### config.mk
export PLATFORM = sky130hd
export DESIGN_NAME = uart_number_reporter
export DESIGN_NICKNAME = d
export VERILOG_FILES = /design/src/rtl/uart_number_reporter.sv
export SDC_FILE = /design/constraint.sdc
export NUM_CORES = 1
export LEC_CHECK = 0
export CAP_MARGIN = 20
export CORE_MARGIN = 1.5
export CORE_UTILIZATION = 57
export DETAILED_ROUTE_END_ITERATION = 7
export PLACE_DENSITY = 0.78
export SLEW_MARGIN = 20
export SYNTH_ARGS = -nofsm -noshare
export SYNTH_HDL_FRONTEND = slang
export SYNTH_SLANG_ARGS = --single-unit
### constraint.sdc
create_clock -name clk -period 4.2 [get_ports clk]
set_clock_uncertainty 0.2 [all_clocks]
set_input_delay 0.84 -clock clk [delete_from_list [all_inputs] [get_ports clk]]
set_output_delay 0.84 -clock clk [all_outputs]
set_load 0.01 [all_outputs]
### src/rtl/uart_number_reporter.sv
// Reports the packed digit bus over an 8N1 UART line as ASCII hex digits
// (most-significant first) followed by CR LF, one report per accepted send.
module uart_number_reporter #(
  parameter int unsigned NUMBER_OF_DIGITS            = 4,
  parameter int unsigned NUMBER_OF_BITS_PER_DIGIT    = 4,
  parameter int unsigned BOARD_CLOCK_FREQUENCY_IN_HZ = 100_000_000,
  parameter int unsigned BAUD_RATE                   = 115_200
) (
  input  logic                                                 clk,
  input  logic                                                 rst,
  input  logic                                                 send,
  input  logic [NUMBER_OF_DIGITS*NUMBER_OF_BITS_PER_DIGIT-1:0] number,
  output logic                                                 busy,
  output logic                                                 usb_tx
);

  localparam int unsigned CLKS_PER_BIT = BOARD_CLOCK_FREQUENCY_IN_HZ / BAUD_RATE;
  localparam int unsigned CNT_W        = (CLKS_PER_BIT > 2) ? $clog2(CLKS_PER_BIT) : 1;
  localparam int unsigned NUM_CHARS    = NUMBER_OF_DIGITS + 2;
  localparam int unsigned IDX_W        = (NUM_CHARS > 2) ? $clog2(NUM_CHARS) : 1;
  localparam int unsigned NUM_W        = NUMBER_OF_DIGITS * NUMBER_OF_BITS_PER_DIGIT;

  typedef enum logic [2:0] {IDLE, START, DATA, STOP, NEXT} state_t;

  state_t           state, state_next;
  logic [CNT_W-1:0] cnt, cnt_next;
  logic [2:0]       bit_idx, bit_idx_next;
  logic [IDX_W-1:0] char_idx, char_idx_next;
  logic [NUM_W-1:0] snapshot, snapshot_next;
  logic             tx_next, busy_next;
  logic [3:0]       nibble;
  logic [7:0]       char_byte;
  logic             cnt_done;

  // Character index 0 maps to the most-significant digit; the last two are CR LF.
  always_comb begin
    nibble = '0;
    for (int unsigned i = 0; i < NUMBER_OF_DIGITS; i++) begin
      if (char_idx == IDX_W'(NUMBER_OF_DIGITS - 1 - i))
        nibble = 4'(snapshot[i*NUMBER_OF_BITS_PER_DIGIT +: NUMBER_OF_BITS_PER_DIGIT]);
    end
  end

  always_comb begin
    if (char_idx == IDX_W'(NUM_CHARS - 2))
      char_byte = 8'h0D;
    else if (char_idx == IDX_W'(NUM_CHARS - 1))
      char_byte = 8'h0A;
    else if (nibble <= 4'd9)
      char_byte = 8'h30 + {4'h0, nibble};
    else
      char_byte = 8'h37 + {4'h0, nibble};
  end

  assign cnt_done = (cnt == CNT_W'(CLKS_PER_BIT - 1));

  always_ff @(posedge clk or posedge rst) begin
    if (rst) begin
      state    <= IDLE;
      cnt      <= '0;
      bit_idx  <= '0;
      char_idx <= '0;
      snapshot <= '0;
      usb_tx   <= 1'b1;
      busy     <= 1'b0;
    end else begin
      state    <= state_next;
      cnt      <= cnt_next;
      bit_idx  <= bit_idx_next;
      char_idx <= char_idx_next;
      snapshot <= snapshot_next;
      usb_tx   <= tx_next;
      busy     <= busy_next;
    end
  end

  // Outputs are computed one cycle ahead so the line level changes on the
  // same edge as the state transition that owns it.
  always_comb begin
    state_next    = state;
    cnt_next      = cnt;
    bit_idx_next  = bit_idx;
    char_idx_next = char_idx;
    snapshot_next = snapshot;
    tx_next       = usb_tx;
    busy_next     = busy;
    unique case (state)
      IDLE: begin
        tx_next      = 1'b1;
        busy_next    = 1'b0;
        cnt_next     = '0;
        bit_idx_next = '0;
        if (send) begin
          snapshot_next = number;
          char_idx_next = '0;
          state_next    = START;
          tx_next       = 1'b0;
          busy_next     = 1'b1;
        end
      end
      START: begin
        if (cnt_done) begin
          cnt_next     = '0;
          bit_idx_next = '0;
          state_next   = DATA;
          tx_next      = char_byte[0];
        end else begin
          cnt_next = cnt + CNT_W'(1);
        end
      end
      DATA: begin
        if (cnt_done) begin
          cnt_next = '0;
          if (bit_idx == 3'd7) begin
            state_next = STOP;
            tx_next    = 1'b1;
          end else begin
            bit_idx_next = bit_idx + 3'd1;
            tx_next      = char_byte[bit_idx + 3'd1];
          end
        end else begin
          cnt_next = cnt + CNT_W'(1);
        end
      end
      STOP: begin
        if (cnt_done) begin
          cnt_next   = '0;
          state_next = NEXT;
          tx_next    = 1'b1;
        end else begin
          cnt_next = cnt + CNT_W'(1);
        end
      end
      NEXT: begin
        cnt_next = '0;
        if (char_idx == IDX_W'(NUM_CHARS - 1)) begin
          state_next = IDLE;
          tx_next    = 1'b1;
          busy_next  = 1'b0;
        end else begin
          char_idx_next = char_idx + IDX_W'(1);
          state_next    = START;
          tx_next       = 1'b0;
        end
      end
      default: begin
        state_next = IDLE;
        tx_next    = 1'b1;
        busy_next  = 1'b0;
      end
    endcase
  end

endmodule
==> reports/metrics.yaml, run 1 <==
outcome:
  status: "complete, no violations"
logic_synthesis:
  synth_compound_area_share_pct: 19.8
  yosys.area_share.adder_pct: 5.03
  synth_top_area_share_pct: 40.2
  synth-seq-cells: 37
  synthMuxAreaShare_pct: 1.34
  yosys-top-cells-count: "nand2_1 (73), dfrtp_1 (36), o21ai_0 (20)"
  synth-edff-count: 0
  synth_cell_types: 55
  synth_top_family_by_area: "simple AND/OR/NAND/NOR gates"
  synth_cells: 259
  synth_nets: 287
  yosysTopAreaCell: "dfrtp_1"
  yosys-top-cells-area: "dfrtp_1 (40%), nand2_1 (12%), ha_1 (5.0%)"
  synth_flop_cell: "dfrtp_1"
  netlist_area_sq_um: 2240
  seq_area_frac_synth_pct: 41.4
  synthXorXnorAreaFrac_pct: 0.782
  yosys.area_share.simple_pct: 26.3
  synth-async-reset-ratio_pct: 100
  yosysWarnings: 0
  yosysMostFrequentCell: "nand2_1"
  avgSynthCellArea_sq_um: 8.65
sta:
  tns_ns: 0
  finalCriticalPeriod_ns: 3.65
  slew_headroom_pct: 52.3
  slew_violations: 0
  worstMarginPinSlew_ns: 0.715
  finalHoldViolCount: 0
  setup_viol: 0
  fin_crit_sh_pct: 87.0
  fmax_ghz: 0.274
  rsz0062_at_grt: "false"
global_routing:
  met2_usage_pct: 37.8
  grt_use_met3_pct: 5.14
  grt.met1_usage_pct: 33.3
  grt_max_degree: 38
  grt_busiest_layer: "met2"
  antenna_found_initial: 0
  grt_pass1_wl_microns: 8140
  grt_pass1_vias: 1805
  grt.total_usage_pct: 24.1
  grt-ovfl-total: 0
drt:
  wirelength_microns: 4420
  viasPerCell: 5.77
  routed-via-count: 1870
  wl_per_cell_microns: 13.7
  first_pass_iters: 4
  remaining_drc_errors: 0
  drtIter0Drc: 193
  postRouteAntennaNets: 0
placed_design:
  place_inst: 316
  hpwlAfterDp_microns: 3120
  dpl_cell_area_sq_um: 2440
  numPortBuffers: 20
  gp_congestion: 0.877
worst_setup_path:
  end_kind: "register"
  arrival_ns: 3.69
  cp_max_fo: 12
  cp-start-kind: "register"
  crit_required_ns: 4.24
  path_class: "reg2reg"
  rrSetupSlack_ns: 0.55
power:
  p_total_w: 0.00185
  p_per_area_nw_per_um2: 721
  power.leakage_nw: 1.17
  internal-power_w: 0.00109
  switching_share_pct: 41.1
  p_clk_share_pct: 17.4
  ir_drop_v: 0.000383
  seq_power_share_pct: 34.1
  combinationalPowerShare_pct: 48.5
  switchingPower_w: 0.000758
floorplan:
  die_x_microns: 65.7
  coreArea_sq_um: 3720
  die_h_microns: 65.7
  initial_core_util_pct: 60.3
  die_area_sq_um: 4320
  ios: 21
  rows: 22
layout:
  n_antenna_cell: 0
  nets: 303
  design_area_sq_um: 2560
  syn_to_final_growth_pct: 14.3
  n_fill_cell: 323
  fin_cells: 324
  drive_gt1_share_pct: 6.88
cts:
  post_cts_resized: 0
  clk_path_buf_depth: 2
  clk_pin_slew_ns: 0.08
  cts_root_buf: "clkbuf_8"
  worstSkewPairLatency_ns: 0.29
  cts_post_setup_buffers_inserted: 0
  cts_sinks: 37
  holdBufCountCts: 0
  cts_tree: "built"
  htreeDepth: 2
  numCtsBuffers: 5
job:
  max_cap_violations: 0
worst_hold_path:
  hp-class: "reg2reg"
per-layer routing:
layer | vias up | wire [microns]
met2 | 37 | 2050
met3 | 9 | 152
met5 | - | 0
met1 | 887 | 2150
li1 | 937 | -
met4 | 0 | 71
registers in the layout, indices dropped and copies added, names as in the netlist:
name	count
char_idx	3
cnt	10
bit_idx	3
usb_tx	1
busy	1
state	3
snapshot	16
path summary, 6_finish.rpt:
path                              from  cells after the start     endpoint
max                        char_idx[1]                     14       usb_tx
min                             cnt[9]                      1       cnt[9]
max reg2reg                char_idx[1]                     14       usb_tx
min reg2reg                     cnt[9]                      1       cnt[9]
max in group asynchronous          rst                      3       usb_tx
min in group asynchronous          rst                      3  snapshot[9]
stage by stage:
step | hold WS [ns] | setup WS, ns | util (%)
final | 0.281 | 0.546 | 68.9
after global routing | 0.315 | 0.282 | 68.9
after CTS | 0.281 | 0.560 | 68.9
after detailed placement | 0.267 | 0.573 | 65.8
after global placement | 0.259 | 0.765 | 65.8
after floorplan | 0.237 | 1.14 | -
cell families after synthesis:
kind of cell	count (synthesis)
compound gates	58
xor+xnor	2
fa+ha+maj	9
buf+inv	27
flops	37
mux	3
simple gates	123
power groups by stage:
stage / registers, W / clock network [W] / logic (W)
2_1_floorplan: 0.000580 / 0 / 0.000761
3_5_place_dp: 0.000635 / 0 / 0.000885
5_1_grt: 0.000652 / 0.000341 / 0.00100
6_report: 0.000630 / 0.000321 / 0.000897
4_1_cts: 0.000629 / 0.000325 / 0.000893
3_3_place_gp: 0.000631 / 0 / 0.000869
cells in the final DEF, fill, tap and decap left out, drive strengths merged, types with 2 or more instances in the layout:
cell type | synthesis | layout
nand2 | 74 | 74
dfrtp | 36 | 36
o21ai | 21 | 21
clkdlybuf4s50 | 0 | 20
inv | 15 | 15
nand3 | 10 | 10
ha | 9 | 9
a21oi | 8 | 8
nor3 | 8 | 8
clkbuf | 9 | 7
and3 | 5 | 5
o31ai | 4 | 4
nor2b | 4 | 4
nor3b | 4 | 4
nor2 | 3 | 3
nand3b | 3 | 3
mux2i | 3 | 3
o311ai | 3 | 3
nand2b | 2 | 2
xor2 | 2 | 2
nand4 | 2 | 2
o32ai | 2 | 2
a21o | 2 | 2
o22ai | 2 | 2
or3 | 2 | 2
a22o | 2 | 2
critical path: stages (launching register included):
cell      delay (ns)
dfrtp_1         0.41
inv_1           0.09
ha_1            0.40
and2b_1         0.24
a221oi_1        0.30
o32ai_2         0.16
inv_1           0.18
ha_1            0.29
inv_1           0.11
a32oi_1         0.32
nor3_2          0.08
a221o_1         0.30
a32o_1          0.26
a21oi_1         0.13
or3_1           0.12
layout make-up:
cell class | instances | area (sq um) | share of cell area [%]
Timing Repair Buffer | 21 | 208 | 8.11
Inverter | 15 | 56.3 | 2.20
Sequential cell | 37 | 927 | 36.2
Clock buffer | 7 | 86.3 | 3.37
Tap cell | 48 | 60.1 | 2.34
Multi-Input combinational cell | 195 | 1190 | 46.6
Clock inverter | 1 | 30.0 | 1.17
(Power assumes the default switching activity.)
==> run 2, diff against run 1 <==
--- a/config.mk
+++ b/config.mk
@@ -6,8 +6,10 @@
 export NUM_CORES = 1
 export LEC_CHECK = 0
 export CAP_MARGIN = 20
+export CELL_PAD_IN_SITES_DETAIL_PLACEMENT = 0
+export CELL_PAD_IN_SITES_GLOBAL_PLACEMENT = 2
 export CORE_MARGIN = 1.5
-export CORE_UTILIZATION = 57
+export CORE_UTILIZATION = 35
 export DETAILED_ROUTE_END_ITERATION = 7
 export PLACE_DENSITY = 0.78
 export SLEW_MARGIN = 20
==> run 2 against run 1 <==
Against the previous run: via count shrank 2.4%; count of clock-buffer cells in the layout shrank 1; die area grew 60%; total power shrank 1.2%; register-to-register slack gained 0.06 ns; setup slack gained 0.056 ns; clock power shrank 3%; non-clock buffer count is the same; first-iteration DRC count shrank 33%; worst hold slack gained 0.00065 ns; sequential power is essentially flat; sequential share of layout area shrank 0.40 points.
==> reports/metrics.yaml, run 2 (synthesis results as in run 1) <==
drt:
  wl_met3_microns: 120  # -21%
  viasPerCell: 5.20  # -9.9%
  remaining_drc_errors: 0  # unchanged
  wirelength_microns: 4890  # +11%
  first_pass_iters: 4  # unchanged
  wl_met2_microns: 2080  # +1.8%
  wl_per_cell_microns: 13.9  # +2.1%
  drtIter0Drc: 129  # -33%
  routed-via-count: 1825  # -2.4%
  top_layer: "met4"
  m1WireLength_microns: 2640  # +23%
  postRouteAntennaNets: 0  # unchanged
cts:
  cts_post_setup_buffers_inserted: 0  # unchanged
  cts_root_buf: "clkbuf_8"
  htreeDepth: 2  # unchanged
  cts_tree: "built"
  cts_sinks: 37  # unchanged
  worstSkewPairLatency_ns: 0.29  # about the same
  post_cts_resized: 0  # unchanged
  holdBufCountCts: 0  # unchanged
  clk_pin_slew_ns: 0.08  # about the same
  clk_path_buf_depth: 2  # unchanged
  numCtsBuffers: 5  # unchanged
sta:
  slew_violations: 0  # unchanged
  setup_viol: 0  # unchanged
  worstMarginPinSlew_ns: 0.819  # +0.103 ns
  finalCriticalPeriod_ns: 3.60  # -0.0561 ns
  rsz0062_at_grt: "false"
  fin_crit_sh_pct: 85.7  # -1.3 points
  fmax_ghz: 0.278  # +1.6%
  tns_ns: 0  # unchanged
  slew_headroom_pct: 45.3  # -7.0 points
  finalHoldViolCount: 0  # unchanged
  hold_ws_ns: 0.281  # +0.000653 ns
global_routing:
  grt-ovfl-total: 0  # unchanged
  grt_max_degree: 38  # unchanged
  antenna_found_initial: 0  # unchanged
  grt_pass1_vias: 1726  # -4.4%
  grt.total_usage_pct: 14.9  # -9.2 points
  grt_pass1_wl_microns: 8440  # +3.6%
layout:
  seq_area_sq_um: 927  # unchanged
  drive_gt1_share_pct: 6.88  # unchanged
  top_register: "snapshot"
  n_fill_cell: 608  # +88%
  mostFrequentLayoutCells: "nand2_1 (73), dfrtp_1 (36), o21ai_0 (20), clkdlybuf4s50_1 (20), inv_1 (15)"
  reg_top3: "snapshot (16), cnt (10)"
  multi_input_area_sq_um: 1190  # unchanged
  syn_to_final_growth_pct: 15.6
  layout_commonest_cell: "nand2_1"
  nets: 303  # unchanged
  n_antenna_cell: 0  # unchanged
  largest_reg_flops: 16  # unchanged
floorplan:
  die_x_microns: 83.0  # +26%
  die_h_microns: 83.0  # +26%
  ios: 21  # unchanged
  coreArea_sq_um: 6060  # +63%
  die_area_sq_um: 6890  # +60%
  rows: 28  # +27%
  initial_core_util_pct: 37.0  # -23 points
worst_setup_path:
  r2r_cells: 14  # unchanged
  arrival_ns: 3.62  # -0.07 ns
  reg2reg_to: "usb_tx"
  worstSetupEndpoint: "usb_tx"
  cpMaxStageDelayCell: "dfrtp_1"
  cp_slowest_stage_delay_ns: 0.41  # about the same
  worst_path_most_repeated_cell: "inv_1"
  path_cells: "inv_1, ha_1, and2b_1, a221oi_1, o32ai_2, inv_1, ha_1, inv_1, a32oi_1, nor3_2, a221o_1, a32o_1, a21oi_1, or3_1"
  crit_start: "char_idx[1]"
  crit_required_ns: 4.23  # about the same
  cp_max_fo: 12  # unchanged
  cp-start-kind: "register"
  path_class: "reg2reg"
  end_kind: "register"
  rrSetupSlack_ns: 0.60  # +0.06 ns
  timing.rr.start: "char_idx[1]"
power:
  internal-power_w: 0.00107  # -1.5%
  p_total_w: 0.00183  # -1.2%
  p_per_area_nw_per_um2: 705  # -2.3%
  combinationalPowerShare_pct: 48.5  # about the same
  switching_share_pct: 41.3  # +0.22 points
  power.leakage_nw: 1.16  # -0.26%
  seq_power_share_pct: 34.5  # +0.4 points
  p_clk_share_pct: 17.0  # -0.4 points
  switchingPower_w: 0.000753  # -0.66%
  ir_drop_v: 0.000396  # +3.5%
placed_design:
  numPortBuffers: 20  # unchanged
  gp_congestion: 0.778  # -11%
  hpwlAfterDp_microns: 3440  # +10%
worst_hold_path:
  hp-class: "reg2reg"
job:
  max_cap_violations: 0  # unchanged
outcome:
  status: "complete, no violations"
run 2: cell count changes in the layout (fill, tap and decap cells not counted):
| cell | delta |
|---|---|
| clkbuf_8 | -1 |
| clkinv_4 | +1 |
run 2: how the worst min path moves through the flow:
stage	slack, ns	endpoint	cells past startpoint	startpoint
finish	0.28	cnt[9]	1	cnt[9]
global route	0.30	bit_idx[1]	2	bit_idx[1]
CTS	0.28	cnt[9]	1	cnt[9]
detailed placement	0.27	cnt[9]	1	cnt[9]
global placement	0.26	cnt[9]	1	cnt[9]
floorplan	0.24	snapshot[3]	2	snapshot[3]
run 2: layer usage:
layer	global-route usage [%]	up-vias
li1	-	935
met5	0	-
met1	22.0	865
met2	22.2	20
met3	2.78	5
met4	4.09	0
run 2: power groups by stage:
stage	combinational, W	sequential [W]	clock [W]
final	0.000886	0.000630	0.000310
after floorplan	0.000761	0.000580	0
after global placement	0.000886	0.000636	0
after detailed placement	0.000881	0.000638	0
after global routing	0.00100	0.000654	0.000337
after CTS	0.000887	0.000631	0.000321
run 2: area by class of cell:
| class | instances | share of cell area (%) |
|---|---|---|
| clock buffers | 6 | 2.80 |
| clock inverters | 2 | 1.50 |
| inverters | 15 | 2.17 |
| multi-input cells | 195 | 46.1 |
| flip-flops and latches | 37 | 35.8 |
| well taps | 75 | 3.62 |
| repair buffers | 21 | 8.02 |
run 2: through the flow:
stage	instance area [sq um]	utilization, %	setup slack (ns)	std cells
after detailed placement	2480	40.9	0.631	343
after CTS	2590	42.7	0.595	351
after global routing	2590	42.7	0.256	351
final	2590	42.7	0.602	351
after global placement	2480	40.9	0.710	343
after floorplan	2240	-	1.14	259
run 2: worst max-delay path, delay by kind of cell, from the launching register on:
family                   cells  cell delay (ns)
flip-flops                   1             0.41
AND/OR/NAND/NOR              3             0.44
adder cells (fa/ha/maj)      2             0.69
AO/OA/AOI/OAI                6             1.44
buffers and inverters        3             0.36
